<file path="src/rtl/fp_unit_controller_if.sv">
// fp_unit_controller_if
//   Bundles the issue request, FP execution unit, response and fflags signals
//   of the FP unit controller.
//   Modports:
//     slave  - the controller: takes requests and unit results, and drives the
//              unit controls, the response and fflags.
//     master - the surrounding pipeline/environment (issue stage, FP unit, CSR
//              file, response consumer).
//   Parameters: FP_WIDTH (result width), UNIT_W / CMD_W (unit select and
//   command widths).
interface fp_unit_controller_if #(
  parameter int FP_WIDTH = 32,
  parameter int UNIT_W   = 3,
  parameter int CMD_W    = 4
);
  // issue request
  logic                reqValid;
  logic                reqReady;
  logic [UNIT_W-1:0]   reqUnit;
  logic [CMD_W-1:0]    reqCommand;
  logic [2:0]          reqRm;
  logic [4:0]          reqRd;
  logic                reqIntDest;
  logic [2:0]          csrFrm;
  logic                opCapture;
  // FP execution unit
  logic                fpuEnable;
  logic                fpuFlush;
  logic [UNIT_W-1:0]   fpuUnit;
  logic [CMD_W-1:0]    fpuCommand;
  logic [2:0]          fpuRoundingMode;
  logic                fpuDone;
  logic                fpuWriteFlags;
  logic [4:0]          fpuFlagsValue;
  logic [31:0]         fpuIntResult;
  logic [FP_WIDTH-1:0] fpuFpResult;
  // pipeline flush
  logic                flush;
  // response
  logic                respValid;
  logic                respReady;
  logic [FP_WIDTH-1:0] respResult;
  logic [4:0]          respRd;
  logic                respIntDest;
  logic                respIllegal;
  logic                respTimeout;
  // sticky flags
  logic [4:0]          fflags;
  logic                fflagsClear;

  modport slave (
    input  reqValid, reqUnit, reqCommand, reqRm, reqRd, reqIntDest, csrFrm,
    input  fpuDone, fpuWriteFlags, fpuFlagsValue, fpuIntResult, fpuFpResult,
    input  flush, respReady, fflagsClear,
    output reqReady, opCapture,
    output fpuEnable, fpuFlush, fpuUnit, fpuCommand, fpuRoundingMode,
    output respValid, respResult, respRd, respIntDest, respIllegal, respTimeout,
    output fflags
  );

  modport master (
    output reqValid, reqUnit, reqCommand, reqRm, reqRd, reqIntDest, csrFrm,
    output fpuDone, fpuWriteFlags, fpuFlagsValue, fpuIntResult, fpuFpResult,
    output flush, respReady, fflagsClear,
    input  reqReady, opCapture,
    input  fpuEnable, fpuFlush, fpuUnit, fpuCommand, fpuRoundingMode,
    input  respValid, respResult, respRd, respIntDest, respIllegal, respTimeout,
    input  fflags
  );
endinterface

</file>
<file path="src/rtl/fp_unit_controller.sv">
// fp_unit_controller
//   Sequences one FP operation at a time between the issue stage and the FP
//   execution unit: resolves the rounding mode, drives the unit while it
//   executes, guards it with a watchdog, captures the result and returns it
//   through a valid/ready response port. Also keeps the sticky fflags.
//   Ports:
//     clk  - clock
//     rst  - asynchronous active-high reset
//     bus  - fp_unit_controller_if.slave (request, FP unit, response, fflags)
//   Parameters: FP_WIDTH (must match the interface), MAX_CYCLES (>= 2).
module fp_unit_controller #(
  parameter int FP_WIDTH   = 32,
  parameter int MAX_CYCLES = 64
) (
  input  logic                  clk,
  input  logic                  rst,
  fp_unit_controller_if.slave   bus
);
  localparam int CNT_W = (MAX_CYCLES > 2) ? $clog2(MAX_CYCLES) : 1;
  localparam logic [CNT_W-1:0] CNT_LAST = CNT_W'(MAX_CYCLES - 1);

  typedef enum logic [1:0] {IDLE, EXEC, RESP} state_t;

  state_t              state_reg, state_next;
  logic [CNT_W-1:0]    cnt_reg;
  logic [2:0]          rm_resolved;
  logic                rm_illegal;
  logic                accept;
  logic                exec_done;
  logic                exec_timeout;
  logic                flag_update;
  logic [FP_WIDTH-1:0] int_ext;

  // 3'b111 in the instruction selects the dynamic mode from frm; 5..7 after
  // resolution are reserved encodings.
  assign rm_resolved  = (bus.reqRm == 3'b111) ? bus.csrFrm : bus.reqRm;
  assign rm_illegal   = (rm_resolved >= 3'd5);
  assign accept       = (state_reg == IDLE) && bus.reqValid && !bus.flush;
  // A pipeline flush in EXEC overrides both completion and the watchdog.
  assign exec_done    = (state_reg == EXEC) && !bus.flush && bus.fpuDone;
  assign exec_timeout = (state_reg == EXEC) && !bus.flush && !bus.fpuDone &&
                        (cnt_reg == CNT_LAST);
  assign flag_update  = exec_done && bus.fpuWriteFlags;

  // Integer results are zero-extended or truncated to the response width.
  generate
    if (FP_WIDTH > 32) begin : g_int_wide
      assign int_ext = {{(FP_WIDTH-32){1'b0}}, bus.fpuIntResult};
    end else if (FP_WIDTH == 32) begin : g_int_same
      assign int_ext = bus.fpuIntResult;
    end else begin : g_int_narrow
      assign int_ext = bus.fpuIntResult[FP_WIDTH-1:0];
    end
  endgenerate

  always_comb begin
    state_next    = state_reg;
    bus.reqReady  = 1'b0;
    bus.opCapture = 1'b0;
    bus.fpuEnable = 1'b0;
    bus.fpuFlush  = 1'b0;
    bus.respValid = 1'b0;
    case (state_reg)
      IDLE: begin
        bus.reqReady = 1'b1;
        if (accept) begin
          bus.opCapture = 1'b1;
          state_next    = rm_illegal ? RESP : EXEC;
        end
      end
      EXEC: begin
        if (bus.flush) begin
          bus.fpuFlush = 1'b1;
          state_next   = IDLE;
        end else begin
          bus.fpuEnable = 1'b1;
          if (bus.fpuDone) begin
            state_next = RESP;
          end else if (cnt_reg == CNT_LAST) begin
            bus.fpuFlush = 1'b1;
            state_next   = RESP;
          end
        end
      end
      RESP: begin
        bus.respValid = 1'b1;
        if (bus.flush || bus.respReady) state_next = IDLE;
      end
      default: state_next = IDLE;
    endcase
  end

  always_ff @(posedge clk or posedge rst) begin
    if (rst) begin
      state_reg           <= IDLE;
      cnt_reg             <= '0;
      bus.fpuUnit         <= '0;
      bus.fpuCommand      <= '0;
      bus.fpuRoundingMode <= '0;
      bus.respResult      <= '0;
      bus.respRd          <= '0;
      bus.respIntDest     <= 1'b0;
      bus.respIllegal     <= 1'b0;
      bus.respTimeout     <= 1'b0;
    end else begin
      state_reg <= state_next;
      if (accept) begin
        bus.fpuUnit         <= bus.reqUnit;
        bus.fpuCommand      <= bus.reqCommand;
        bus.fpuRoundingMode <= rm_resolved;
        cnt_reg             <= '0;
        bus.respRd          <= bus.reqRd;
        bus.respIntDest     <= bus.reqIntDest;
        bus.respIllegal     <= rm_illegal;
        bus.respTimeout     <= 1'b0;
        bus.respResult      <= '0;
      end else if (state_reg == EXEC) begin
        cnt_reg <= cnt_reg + 1'b1;
        if (exec_done) begin
          bus.respResult <= bus.respIntDest ? int_ext : bus.fpuFpResult;
        end else if (exec_timeout) begin
          bus.respTimeout <= 1'b1;
          bus.respResult  <= '0;
        end
      end
    end
  end

  // Sticky flags; a clear in the same cycle as an update keeps only the new
  // flags.
  always_ff @(posedge clk or posedge rst) begin
    if (rst) begin
      bus.fflags <= '0;
    end else if (bus.fflagsClear) begin
      bus.fflags <= flag_update ? bus.fpuFlagsValue : 5'b0;
    end else if (flag_update) begin
      bus.fflags <= bus.fflags | bus.fpuFlagsValue;
    end
  end
endmodule
</file>
<file path="src/flat_wrapper.sv">
// flat-port wrapper written by rule: the top's interface ports become plain ports
module fp_unit_controller_flat 
#(
  parameter int FP_WIDTH   = 32,
  parameter int MAX_CYCLES = 64
)
  (clk, rst, bus_reqValid, bus_reqUnit, bus_reqCommand, bus_reqRm, bus_reqRd, bus_reqIntDest, bus_csrFrm, bus_fpuDone, bus_fpuWriteFlags, bus_fpuFlagsValue, bus_fpuIntResult, bus_fpuFpResult, bus_flush, bus_respReady, bus_fflagsClear, bus_reqReady, bus_opCapture, bus_fpuEnable, bus_fpuFlush, bus_fpuUnit, bus_fpuCommand, bus_fpuRoundingMode, bus_respValid, bus_respResult, bus_respRd, bus_respIntDest, bus_respIllegal, bus_respTimeout, bus_fflags);
  fp_unit_controller_if #(.FP_WIDTH(FP_WIDTH)) bus_i ();
  input  logic clk;
  input  logic rst;
  input wire logic [$bits(bus_i.reqValid)-1:0] bus_reqValid;
  input wire logic [$bits(bus_i.reqUnit)-1:0] bus_reqUnit;
  input wire logic [$bits(bus_i.reqCommand)-1:0] bus_reqCommand;
  input wire logic [$bits(bus_i.reqRm)-1:0] bus_reqRm;
  input wire logic [$bits(bus_i.reqRd)-1:0] bus_reqRd;
  input wire logic [$bits(bus_i.reqIntDest)-1:0] bus_reqIntDest;
  input wire logic [$bits(bus_i.csrFrm)-1:0] bus_csrFrm;
  input wire logic [$bits(bus_i.fpuDone)-1:0] bus_fpuDone;
  input wire logic [$bits(bus_i.fpuWriteFlags)-1:0] bus_fpuWriteFlags;
  input wire logic [$bits(bus_i.fpuFlagsValue)-1:0] bus_fpuFlagsValue;
  input wire logic [$bits(bus_i.fpuIntResult)-1:0] bus_fpuIntResult;
  input wire logic [$bits(bus_i.fpuFpResult)-1:0] bus_fpuFpResult;
  input wire logic [$bits(bus_i.flush)-1:0] bus_flush;
  input wire logic [$bits(bus_i.respReady)-1:0] bus_respReady;
  input wire logic [$bits(bus_i.fflagsClear)-1:0] bus_fflagsClear;
  output wire logic [$bits(bus_i.reqReady)-1:0] bus_reqReady;
  output wire logic [$bits(bus_i.opCapture)-1:0] bus_opCapture;
  output wire logic [$bits(bus_i.fpuEnable)-1:0] bus_fpuEnable;
  output wire logic [$bits(bus_i.fpuFlush)-1:0] bus_fpuFlush;
  output wire logic [$bits(bus_i.fpuUnit)-1:0] bus_fpuUnit;
  output wire logic [$bits(bus_i.fpuCommand)-1:0] bus_fpuCommand;
  output wire logic [$bits(bus_i.fpuRoundingMode)-1:0] bus_fpuRoundingMode;
  output wire logic [$bits(bus_i.respValid)-1:0] bus_respValid;
  output wire logic [$bits(bus_i.respResult)-1:0] bus_respResult;
  output wire logic [$bits(bus_i.respRd)-1:0] bus_respRd;
  output wire logic [$bits(bus_i.respIntDest)-1:0] bus_respIntDest;
  output wire logic [$bits(bus_i.respIllegal)-1:0] bus_respIllegal;
  output wire logic [$bits(bus_i.respTimeout)-1:0] bus_respTimeout;
  output wire logic [$bits(bus_i.fflags)-1:0] bus_fflags;
  assign bus_i.reqValid = bus_reqValid;
  assign bus_i.reqUnit = bus_reqUnit;
  assign bus_i.reqCommand = bus_reqCommand;
  assign bus_i.reqRm = bus_reqRm;
  assign bus_i.reqRd = bus_reqRd;
  assign bus_i.reqIntDest = bus_reqIntDest;
  assign bus_i.csrFrm = bus_csrFrm;
  assign bus_i.fpuDone = bus_fpuDone;
  assign bus_i.fpuWriteFlags = bus_fpuWriteFlags;
  assign bus_i.fpuFlagsValue = bus_fpuFlagsValue;
  assign bus_i.fpuIntResult = bus_fpuIntResult;
  assign bus_i.fpuFpResult = bus_fpuFpResult;
  assign bus_i.flush = bus_flush;
  assign bus_i.respReady = bus_respReady;
  assign bus_i.fflagsClear = bus_fflagsClear;
  assign bus_reqReady = bus_i.reqReady;
  assign bus_opCapture = bus_i.opCapture;
  assign bus_fpuEnable = bus_i.fpuEnable;
  assign bus_fpuFlush = bus_i.fpuFlush;
  assign bus_fpuUnit = bus_i.fpuUnit;
  assign bus_fpuCommand = bus_i.fpuCommand;
  assign bus_fpuRoundingMode = bus_i.fpuRoundingMode;
  assign bus_respValid = bus_i.respValid;
  assign bus_respResult = bus_i.respResult;
  assign bus_respRd = bus_i.respRd;
  assign bus_respIntDest = bus_i.respIntDest;
  assign bus_respIllegal = bus_i.respIllegal;
  assign bus_respTimeout = bus_i.respTimeout;
  assign bus_fflags = bus_i.fflags;
  fp_unit_controller #(.FP_WIDTH(FP_WIDTH), .MAX_CYCLES(MAX_CYCLES)) u_core (.clk(clk), .rst(rst), .bus(bus_i));
endmodule
</file>
<file path="config.mk">
export PLATFORM = sky130hd
export DESIGN_NAME = fp_unit_controller_flat
export DESIGN_NICKNAME = d
export VERILOG_FILES = /design/src/rtl/fp_unit_controller_if.sv /design/src/rtl/fp_unit_controller.sv /design/src/flat_wrapper.sv
export SDC_FILE = /design/constraint.sdc
export NUM_CORES = 1
export LEC_CHECK = 0
export ABC_CLOCK_PERIOD_IN_PS = 2500
export BUFFER_PORTS_ARGS = -buffer_cell sky130_fd_sc_hd__clkbuf_2
export CORE_MARGIN = 2
export CORE_UTILIZATION = 47
export DETAILED_ROUTE_END_ITERATION = 16
export GPL_TIMING_DRIVEN = 0
export PLACE_DENSITY = 0.8
export SLEW_MARGIN = 10
export SYNTH_ARGS = -nofsm -noshare
export SYNTH_HDL_FRONTEND = slang
export SYNTH_SLANG_ARGS = --single-unit
</file>
<file path="constraint.sdc">
create_clock -name clk -period 2.5 [get_ports clk]
set_clock_uncertainty 0.1 [all_clocks]
set_input_delay 0.5 -clock clk [delete_from_list [all_inputs] [get_ports clk]]
set_output_delay 0.5 -clock clk [all_outputs]
set_load 0.01 [all_outputs]
</file>
==> summary.md, run 1 <==
| Metric | Value |
|---|---|
| Worst-path clk slew | `0.07 ns` |
| Pwr Density | `868.3 nW/um^2` |
| Final wirelength | `9378 um` |
| Fmax achieved | `410.7 MHz` |
| Routed vias/inst | `5.344` |
| Worst hold-check path type | `in2async` |
| MaxCap Viol Count | `0` |
| Post-synth top cells | `80 x nand2_1, 63 x dfrtp_1, 44 x o21ai_0, 41 x nand3_1, 33 x mux2_2` |
| Power Total | `3951 uW` |
| Clock power share | `0.218` |
| # DRC | `0` |
| Clk Tree Root Cell | `clkbuf_8` |
| Area delta synth->final | `32.98%` |
| Peak VDD IR | `441.4 uV` |
| Buffers added on ports | `155` |
| Ratio of final minimum period to clock period | `0.9740` |
| CP most frequent cell | `buf_6` |
| Yosys warns | `0` |
| Slew margin rel. | `0.4806` |
| XOR/XNOR Fraction of Synth Area | `0.005119` |
| Setup crit end kind | `primary output` |
| Run status | `completed` |
| Clock Latency Late Sink | `0.33 ns` |
| Register area | `1579 um^2` |
| Critical Path RT | `1.90 ns` |
| Crit path time final | `2.435 ns` |
| Grt ovf | `0` |
| Part of the power in registers | `0.421` |
| Syn Inst Count | `371` |
| HPWL after detailed placement | `6704 um` |
| Net Sw Power | `1410 uW` |
| Fillers | `675` |
| Cts hold-fix bufs | `0` |
| Die Ht | `89.33 um` |
| Synth Area in Simple Gates | `0.1846` |
| Largest family of logic cells by synthesized area | `simple AND/OR/NAND/NOR gates` |
| Flops & latches, synth | `63` |
| First-pass GRT wire length | `14550 um` |
| Final WS setup | `0.06498 ns` |
| CTS Sinks | `63` |
| Top post-synthesis cells by area | `dfrtp_1 46%, mux2_2 11%, nand2_1 8.8%, o2111ai_1 7.9%, o21ai_0 6.4%` |
| Post-Place Setup Slack | `0.2101 ns` |
| N_diodes | `0` |
| Combinational power share | `0.361` |
| H-tree depth | `3` |
| First DRT Iteration DRCs | `137` |
| Initial antenna violation count | `0` |
| Synth unique cells | `33` |
| Synth area leader | `dfrtp_1` |
| Top-count cell post-synth | `nand2_1` |
| Switching Share | `0.3568` |
| Final setup violation count | `0` |
| CP Max Fanout | `10` |
| Max stage delay on crit path | `0.55 ns` |
| Layout Nets | `638` |
| Leak pwr | `0.002220 uW` |
| Die ar. | `7980 um^2` |
| Area share of the largest cell type after synthesis | `0.4607` |
| Syn Nets | `468` |
| Multi-input logic area | `1632 um^2` |
| Post-synth ARST share | `1.000` |
| EDFF count, synth | `0` |
| Fin. max-slew vios | `0` |
| Worst Path Buf+Inv | `4` |
| Critical setup path kind | `reg2out` |
| GP Congestion | `0.7873` |
| Worst Max-Slew Pin Slew | `0.7791 ns` |
| I/O pin cnt | `156` |
| Max reg flops | `32` |
| Most common flop cell mapped by yosys | `dfrtp_1` |
| Core Region | `7137 um^2` |
| DIE WIDTH | `89.33 um` |
| Critical path origin | `u_core.state_reg[0]$_DFFE_PP0P_` |
| WL/cell | `14.54 um` |
| Cell Rows | `31` |
| Cell family with most CP delay | `simple AND/OR/NAND/NOR gates` |
| CP Cell Sequence | `or4b_4, buf_6, inv_4, buf_6, clkbuf_2` |
| GRT Overall Usage | `0.2348` |
| Clock Tree Buf Depth | `2` |
| Mean Syn Cell Area | `9.224 um^2` |
| Largest net degree at the start of global routing | `64` |
| Adder-Cell Fraction of Synth Area | `0.003656` |
| Multiplexer share of the synthesized area | `0.1144` |
| Vias in the first global route | `3120` |
| Total CTS buffers | `9` |
| Crit-path slowest cell | `or4b_4` |
| Initial Util | `0.4795` |
| Crit path DAT | `1.84 ns` |
| Internal | `2541 uW` |
| Detail Route Antenna Nets | `0` |
| DR vias | `3447` |
| Mapped Area | `3422 um^2` |
| Finished Core Util | `0.6376` |
| CTS tree | `done` |
| Sequential area share after synthesis | `0.4607` |
| RSZ-0062 raised after global routing | `no` |
| CP Launch Type | `register` |
| Compound-gate portion of the synthesized area | `0.1678` |
| Fin. Hold Viols | `0` |
| FF-to-FF Start | `u_core.bus.respIntDest$_DFFE_PP0P_` |
| Layout cells sized above 1 | `0.4158` |
| DR pass1 iterations | `4` |
## cell usage in the layout, fill, tap and decap left out, drive strengths merged
cell type	instances
clkbuf	186
nand2	80
dfrtp	63
o21ai	47
nand3	41
mux2	33
o2111ai	32
buf	17
inv	10
nor2	6
a21oi	4
clkinv	3
a31oi	2
xor2	2
mux2i	2
nand3b	2
or3	2
or2	2
or4b	1
nor4b	1
nand2b	1
nor4bb	1
and4	1
nor2b	1
nor3	1
a311oi	1
or3b	1
o221a	1
ha	1
bufinv	1
## worst register-to-register path: stages, from the launching register on
cell and delay (ns):
dfrtp_1 0.36, buf_2 0.19, clkbuf_1 0.53, mux2_2 0.42, nand2_1 0.07, nand3_1 0.07
## per-layer routing
layer	up-vias	GRT usage	wire length, um
met5	-	0	0
met4	0	0.06920	38
met3	4	0.05633	627
met2	117	0.3684	4625
met1	1646	0.3249	4086
li1	1680	-	-
## final cells by class
class	count	area share
clock buffer	12	0.03189
tap	99	0.02722
sequential	63	0.3470
multi-input combinational	266	0.3585
inverter	10	0.009348
timing repair buffer	159	0.1771
buffer	32	0.03904
clock inverter	4	0.009898
## worst paths after layout
kind / endpoint / slack (ns) / cells after the start
max in group asynchronous: u_core.state_reg[0]$_DFFE_PP0P_ / 1.54 / 2
max: bus_opCapture / 0.06 / 5
max reg2reg: u_core.bus.respResult[17]$_DFFE_PP0P_ / 0.64 / 5
min: u_core.bus.fpuRoundingMode[0]$_DFFE_PP0P_ / 0.19 / 2
min reg2reg: u_core.bus.respRd[1]$_DFFE_PP0P_ / 0.37 / 2
min in group clk: u_core.bus.respRd[3]$_DFFE_PP0P_ / 0.26 / 3
## power by group through the flow
stage | Clock, uW | Combinational (uW) | Sequential, uW
after floorplan | 0 | 680 | 1780
after global placement | 0 | 1380 | 1640
after detailed placement | 0 | 1430 | 1670
after CTS | 879 | 1430 | 1660
after global routing | 921 | 1600 | 1700
final | 862 | 1430 | 1660
## metrics by stage
stage	hold slack (ns)	setup TNS, ns	cells	instance area (um^2)
floorplan	0.3638	0	371	3422
global placement	0.3517	-28.93	625	4322
detailed placement	0.3626	0	625	4324
CTS	0.2328	0	641	4516
global route	0.2645	0	645	4551
finish	0.1918	0	645	4551
## cells by family (layout without fill, tap and decap cells)
kind of cell	after synthesis	in the layout
fa+ha+maj	1	1
xor+xnor	2	2
compound gates	87	87
flops	63	63
simple gates	141	141
mux	35	35
buf+inv	42	217
## what timing repair did
action | 4_1_cts | 5_1_grt
setup endpoints to repair | 1 | 1
cloned | 0 | 0
setup buffers | 0 | 4
pin swaps | 0 | 0
hold endpoints to repair | 0 | 0
resized for setup | 1 | 2
No activity file was read; power rests on OpenSTA's default activity.
==> run 2: changes to the inputs <==
Settings changed: RECOVER_POWER set to 25.
==> summary.md, run 2 (synthesis gave the netlist of run 1 again) <==
| Metric | Value |
|---|---|
| Layout cells sized above 1 | `0.4158 (unchanged)` |
| Most common cell after layout, fill and taps aside | `clkbuf_2` |
| MaxCap Viol Count | `0 (unchanged)` |
| Die ar. | `7980 um^2 (unchanged)` |
| Setup crit end kind | `primary output` |
| Part of the power in registers | `0.420 (about the same)` |
| Hold Crit Depth | `3` |
| Initial antenna violation count | `0 (unchanged)` |
| Pwr Density | `869.0 nW/um^2 (about the same)` |
| Combinational power share | `0.361 (about the same)` |
| Max stage delay on crit path | `0.55 ns (about the same)` |
| CTS Sinks | `63 (unchanged)` |
| Total CTS buffers | `9 (unchanged)` |
| Buffers added on ports | `155 (unchanged)` |
| Fin. max-slew vios | `0 (unchanged)` |
| Fin. Hold Viols | `0 (unchanged)` |
| I/O pin cnt | `156 (unchanged)` |
| DR vias | `3451 (+0.12%)` |
| GP Congestion | `0.7873 (unchanged)` |
| Max layer used | `met4` |
| Crit path DAT | `1.84 ns (about the same)` |
| # DRC | `0 (unchanged)` |
| Vias in the first global route | `3120 (unchanged)` |
| Initial Util | `0.4795 (unchanged)` |
| Largest net degree at the start of global routing | `64 (unchanged)` |
| Critical Path RT | `1.90 ns (about the same)` |
| Leak pwr | `0.002220 uW (about the same)` |
| Clk Tree Root Cell | `clkbuf_8` |
| First DRT Iteration DRCs | `137 (unchanged)` |
| Final wirelength | `9421 um (+0.46%)` |
| Internal | `2541 uW (about the same)` |
| RSZ-0062 raised after global routing | `no` |
| Slew margin rel. | `0.1187 (-0.3619)` |
| Clock Tree Buf Depth | `2 (unchanged)` |
| DR WL met2 | `4527 um (-2.1%)` |
| Ratio of final minimum period to clock period | `0.9769 (+0.002893)` |
| DIE WIDTH | `89.33 um (unchanged)` |
| N_diodes | `0 (unchanged)` |
| First-pass GRT wire length | `14550 um (unchanged)` |
| Die Ht | `89.33 um (unchanged)` |
| Layout Nets | `638 (unchanged)` |
| Crit path time final | `2.442 ns (+0.007233 ns)` |
| CTS tree | `done` |
| Fmax achieved | `409.5 MHz (-0.30%)` |
| Final setup violation count | `0 (unchanged)` |
| Switching Share | `0.3571 (about the same)` |
| Worst hold-check path type | `in2reg` |
| Crit-path slowest cell | `or4b_4` |
| Met3 wire length | `723 um (+15%)` |
| Core Region | `7137 um^2 (unchanged)` |
| Grt ovf | `0 (unchanged)` |
| Setup TNS | `0 ns (unchanged)` |
| Max reg flops | `32 (unchanged)` |
| Worst Reg-to-Reg Cells | `5 (unchanged)` |
| Routed vias/inst | `5.350 (+0.12%)` |
| Worst Max-Slew Pin Slew | `1.320 ns (+0.5409 ns)` |
| Commonest cells after routing, fill and taps aside | `155 x clkbuf_2, 80 x nand2_1, 61 x dfrtp_1, 44 x o21ai_0, 41 x nand3_1` |
| CP Cell Sequence | `or4b_4, buf_6, inv_4, buf_6, clkbuf_2` |
| Detail Route Antenna Nets | `0 (unchanged)` |
| Power Total | `3952 uW (about the same)` |
| Net Sw Power | `1411 uW (+0.11%)` |
| Run status | `completed` |
| M1 wire length | `4086 um (unchanged)` |
| HPWL after detailed placement | `6704 um (unchanged)` |
| Peak VDD IR | `441.2 uV (about the same)` |
| Area delta synth->final | `32.91% (about the same)` |
| WL/cell | `14.61 um (+0.46%)` |
| Critical setup path kind | `reg2out` |
| DR pass1 iterations | `4 (unchanged)` |
| Worst-path clk slew | `0.07 ns (about the same)` |
| Cts hold-fix bufs | `0 (unchanged)` |
| H-tree depth | `3 (unchanged)` |
| Clock Latency Late Sink | `0.33 ns (about the same)` |
| CP Max Fanout | `10 (unchanged)` |
| CP most frequent cell | `buf_6` |
| GRT Overall Usage | `0.2348 (unchanged)` |
| CP Launch Type | `register` |
| Clock power share | `0.219 (about the same)` |
| Cell Rows | `31 (unchanged)` |
[run 2: cell count changes in the layout (fill, tap and decap cells not counted)]
cell	delta
inv_2	+1
inv_4	-1
[run 2: power groups by stage]
stage / Clock [uW] / Sequential [uW] / Combinational, uW
final: 864 / 1660 / 1430
after global routing: 921 / 1700 / 1600
after detailed placement: 0 / 1670 / 1430
after floorplan: 0 / 1780 / 680
after CTS: 879 / 1660 / 1430
after global placement: 0 / 1640 / 1380
[run 2: critical path, delay by kind of cell (launching register included)]
family                 cells  cell delay (ns)
buffers and inverters      4             0.53
DFF                        1             0.44
and+or+nand+nor            1             0.55
[run 2: final timing paths]
check | startpoint | end | slack [ns]
max | u_core.state_reg[0]$_DFFE_PP0P_ | bus_opCapture | 0.06
min | bus_reqRd[3] | u_core.bus.respRd[3]$_DFFE_PP0P_ | 0.26
max reg2reg | u_core.bus.respIntDest$_DFFE_PP0P_ | u_core.bus.respResult[17]$_DFFE_PP0P_ | 0.64
min reg2reg | u_core.bus.respRd[1]$_DFFE_PP0P_ | u_core.bus.respRd[1]$_DFFE_PP0P_ | 0.37
max in group asynchronous | rst | u_core.state_reg[0]$_DFFE_PP0P_ | 0.99
min in group asynchronous | rst | u_core.bus.fpuRoundingMode[0]$_DFFE_PP0P_ | 0.42
[run 2: per-layer routing]
layer | GRT usage | vias up
met3 | 0.05633 | 9
met2 | 0.3684 | 129
met5 | 0 | -
li1 | - | 1681
met1 | 0.3249 | 1632
met4 | 0.06920 | 0
[run 2: repair_timing]
action,in CTS,in global routing
gates resized for setup,1,2
setup buffers,0,4
gates cloned,0,0
endpoints found under the setup margin,1,1
[run 2: cell type report]
class / count / area, um^2
clock buffer: 12 / 145.1
clock inverter: 4 / 45.04
fill: 676 / 2589
multi-input combinational: 266 / 1632
inverter: 10 / 40.04
tap: 99 / 123.9
timing repair buffer: 159 / 805.8
buffer: 32 / 177.7
sequential: 63 / 1579
[run 2: per-stage QoR]
step / instances / utilization / hold WS [ns] / instance area (um^2) / setup WS, ns
final: 645 / 0.6373 / 0.2550 / 4548 / 0.05774
after global routing: 645 / 0.6373 / 0.2645 / 4548 / 0.001812
after CTS: 641 / 0.6327 / 0.2328 / 4516 / 0.005452
after detailed placement: 625 / 0.6059 / 0.3626 / 4324 / 0.2101
after global placement: 625 / 0.6055 / 0.3517 / 4322 / -0.4626
after floorplan: 371 / - / 0.3638 / 3422 / 0.3303
==> run 3: changes to the inputs <==
Settings changed: ABC_AREA set to 1, CORE_UTILIZATION 47 to 46, PLACE_DENSITY 0.8 to 0.81.
==> summary.md, run 3 <==
| Metric | Value |
|---|---|
| Run status | `completed` |
| Fmax achieved | `435.0 MHz (+6.2%)` |
| Met3 wire length | `537 um (-26%)` |
| Critical Path RT | `1.90 ns (about the same)` |
| Critical setup path kind | `reg2out` |
| WHS Endpoint | `u_core.bus.fpuCommand[3]$_DFFE_PP0P_` |
| R2R Setup Slk | `0.80 ns (+0.16 ns)` |
| Top-count cell post-synth | `nand2_1` |
| Syn Inst Count | `344 (-7.3%)` |
| Part of the power in registers | `0.425 (+0.005)` |
| GRT Overall Usage | `0.2038 (-0.03099)` |
| Buffers added on ports | `155 (unchanged)` |
| Total CTS buffers | `9 (unchanged)` |
| Hold_sp | `bus_reqCommand[3]` |
| Hold Crit Depth | `3 (unchanged)` |
| MaxCap Viol Count | `0 (unchanged)` |
| Net Sw Power | `956.2 uW (-32%)` |
| Most common flop cell mapped by yosys | `dfrtp_1` |
| Switching Share | `0.3098 (-0.04733)` |
| # DRC | `0 (unchanged)` |
| N_diodes | `0 (unchanged)` |
| I/O pin cnt | `156 (unchanged)` |
| Area delta synth->final | `34.53%` |
| Clock Latency Late Sink | `0.33 ns (about the same)` |
| Crit path DAT | `1.70 ns (-0.14 ns)` |
| Sequential area share after synthesis | `0.5089 (+0.04819)` |
| Slew margin rel. | `0.1595 (+0.04081)` |
| Layout cells sized above 1 | `0.4475 (+0.03172)` |
| CP Max Fanout | `5 (-5)` |
| CP Launch Type | `register` |
| CTS Sinks | `63 (unchanged)` |
| Synth unique cells | `24 (-27%)` |
| Syn Nets | `441 (-5.8%)` |
| Final Instance Area | `4168 um^2 (-8.4%)` |
| Cell Rows | `29 (-6.5%)` |
| Worst-path clk slew | `0.07 ns (about the same)` |
| WL/cell | `12.17 um (-17%)` |
| Top post-synthesis cells by area | `dfrtp_1 51%, nand2_1 19%, mux2_2 12%, inv_1 2.7%, nand3_1 1.8%` |
| Setup TNS | `0 ns (unchanged)` |
| Crit path time final | `2.299 ns (-0.1432 ns)` |
| Clock power share | `0.284 (+0.065)` |
| HPWL after detailed placement | `5519 um (-18%)` |
| Setup Buffers After CTS | `0 (unchanged)` |
| Leak pwr | `0.002471 uW (+11%)` |
| Yosys warns | `0 (unchanged)` |
| Ratio of final minimum period to clock period | `0.9196 (-0.05726)` |
| First DRT Iteration DRCs | `108 (-21%)` |
| Post-route insts no fill | `591 (-8.4%)` |
| Placed Instances | `576 (-7.8%)` |
| Grt ovf | `0 (unchanged)` |
| DR pass1 iterations | `4 (unchanged)` |
| RSZ-0062 raised after global routing | `no` |
| FF-to-FF Start | `u_core.cnt_reg[0]$_DFFE_PP0P_` |
| Post-synth top cells | `157 x nand2_1, 63 x dfrtp_1, 32 x mux2_2, 22 x inv_1, 11 x nand3_1` |
| M1 wire length | `2938 um (-28%)` |
| Final wirelength | `7194 um (-24%)` |
| Internal | `2130 uW (-16%)` |
| Vias in the first global route | `2740 (-12%)` |
| Clock Tree Buf Depth | `2 (unchanged)` |
| CTS tree | `done` |
| Detail Route Antenna Nets | `0 (unchanged)` |
| First-pass GRT wire length | `11880 um (-18%)` |
| Worst Max-Slew Pin Slew | `1.259 ns (-0.06112 ns)` |
| Area share of the largest cell type after synthesis | `0.5089 (+0.04819)` |
| Worst Reg-to-Reg Cells | `9 (+4)` |
| Max reg flops | `32 (unchanged)` |
| DR WL met2 | `3606 um (-20%)` |
| Post-CTS Resized | `0 (-1)` |
| Most common cell after layout, fill and taps aside | `nand2_1` |
| Synth area leader | `dfrtp_1` |
| Critical path origin | `u_core.cnt_reg[0]$_DFFE_PP0P_` |
| Commonest cells after routing, fill and taps aside | `157 x nand2_1, 155 x clkbuf_2, 63 x dfrtp_1, 32 x mux2_2, 21 x inv_1` |
| Combinational power share | `0.291 (-0.070)` |
| Initial Util | `0.4824 (+0.002881)` |
| Fin. max-slew vios | `0 (unchanged)` |
| Mapped Area | `3098 um^2 (-9.5%)` |
| Flops & latches, synth | `63 (unchanged)` |
| Initial antenna violation count | `0 (unchanged)` |
| Largest net degree at the start of global routing | `64 (unchanged)` |
| Layout Nets | `607 (-4.9%)` |
| Setup crit end kind | `primary output` |
| Mean Syn Cell Area | `9.006 um^2 (-2.4%)` |
| DIE WIDTH | `86.07 um (-3.7%)` |
| DR vias | `2792 (-19%)` |
| Pwr Density | `740.6 nW/um^2 (-15%)` |
| Peak VDD IR | `478.5 uV (+8.4%)` |
| GP Congestion | `0.8165 (+3.7%)` |
| EDFF count, synth | `0 (unchanged)` |
| Fin. Hold Viols | `0 (unchanged)` |
| Post-synth ARST share | `1.000 (unchanged)` |
| Clk Tree Root Cell | `clkbuf_8` |
| Final setup violation count | `0 (unchanged)` |
| Power Total | `3087 uW (-22%)` |
| Worst hold-check path type | `in2reg` |
| R2R Path End | `u_core.bus.respResult[19]$_DFFE_PP0P_` |
| Core Region | `6422 um^2 (-10%)` |
| Die ar. | `7407 um^2 (-7.2%)` |
| Cts hold-fix bufs | `0 (unchanged)` |
| Max layer used | `met4` |
| Die Ht | `86.07 um (-3.7%)` |
| H-tree depth | `3 (unchanged)` |
| Area after DPL | `3973 um^2 (-8.1%)` |
| Routed vias/inst | `4.724 (-12%)` |
## run 3: cell count changes after synthesis, sizes merged, moves of 13 or more
cell	before	now
inv	10	23
o2111ai	32	0
clkbuf	19	0
nand3	41	13
nand2	80	164
o21ai	47	10
## run 3: metrics by stage
stage | hold slack, ns | util | setup slack [ns]
after floorplan | 0.3809 | - | 0.3303
after global placement | 0.3539 | 0.6182 | -0.4284
after detailed placement | 0.3594 | 0.6185 | 0.4636
after CTS | 0.2253 | 0.6493 | 0.1807
after global routing | 0.2620 | 0.6489 | 0.04382
final | 0.2569 | 0.6489 | 0.2009
## run 3: power by group through the flow
stage	clock [uW]	combinational (uW)	sequential [uW]
2_1_floorplan	0	485	1390
3_3_place_gp	0	889	1320
3_5_place_dp	0	915	1320
4_1_cts	899	916	1310
5_1_grt	953	999	1330
6_report	876	898	1310
## run 3: how the worst max path moves through the flow
stage | end | slack (ns) | cells after the start
after floorplan | u_core.bus.fflags[0]$_DFFE_PP0P_ | 0.33 | 1
after global placement | u_core.bus.respResult[3]$_DFFE_PP0P_ | -0.43 | 2
after detailed placement | bus_opCapture | 0.46 | 7
after CTS | bus_fpuFlush | 0.18 | 8
after global routing | bus_fpuFlush | 0.04 | 8
final | bus_fpuFlush | 0.20 | 8
## run 3: cell families (layout without fill, tap and decap cells)
logic type / count (synthesis) / in the layout / share of synthesized area
and+or+nand+nor: 192 / 192 / 0.2674
DFF: 63 / 63 / 0.5089
buffers and inverters: 37 / 207 / 0.06543
muxes: 32 / 32 / 0.1163
AOI/OAI and AO/OA: 18 / 18 / 0.03514
adders and majority gates: 1 / 1 / 0.004038
xor gates and xnor gates: 1 / 1 / 0.002828
## run 3: layer usage
layer	vias up	GRT usage
met5	-	0
met4	0	0.08947
met3	12	0.05390
met2	115	0.3573
met1	1256	0.2326
li1	1409	-
## run 3: layout make-up
class / count / area (um^2)
fillers: 548 / 2255
flip-flops and latches: 63 / 1577
multi-input cells: 244 / 1319
repair buffers: 155 / 775.7
clock buffers: 12 / 155.1
plain buffers: 14 / 113.9
well taps: 77 / 96.34
inverters: 23 / 88.84
clock inverters: 3 / 42.54
## run 3: worst max-delay path, cell delays in order, from the launching register on
cell and delay, ns:
dfrtp_1 0.44, ha_1 0.22, nand2_1 0.06, nor2_1 0.09
nand2_1 0.13, inv_1 0.10, nand2_1 0.05, a21oi_1 0.12
clkbuf_2 0.15
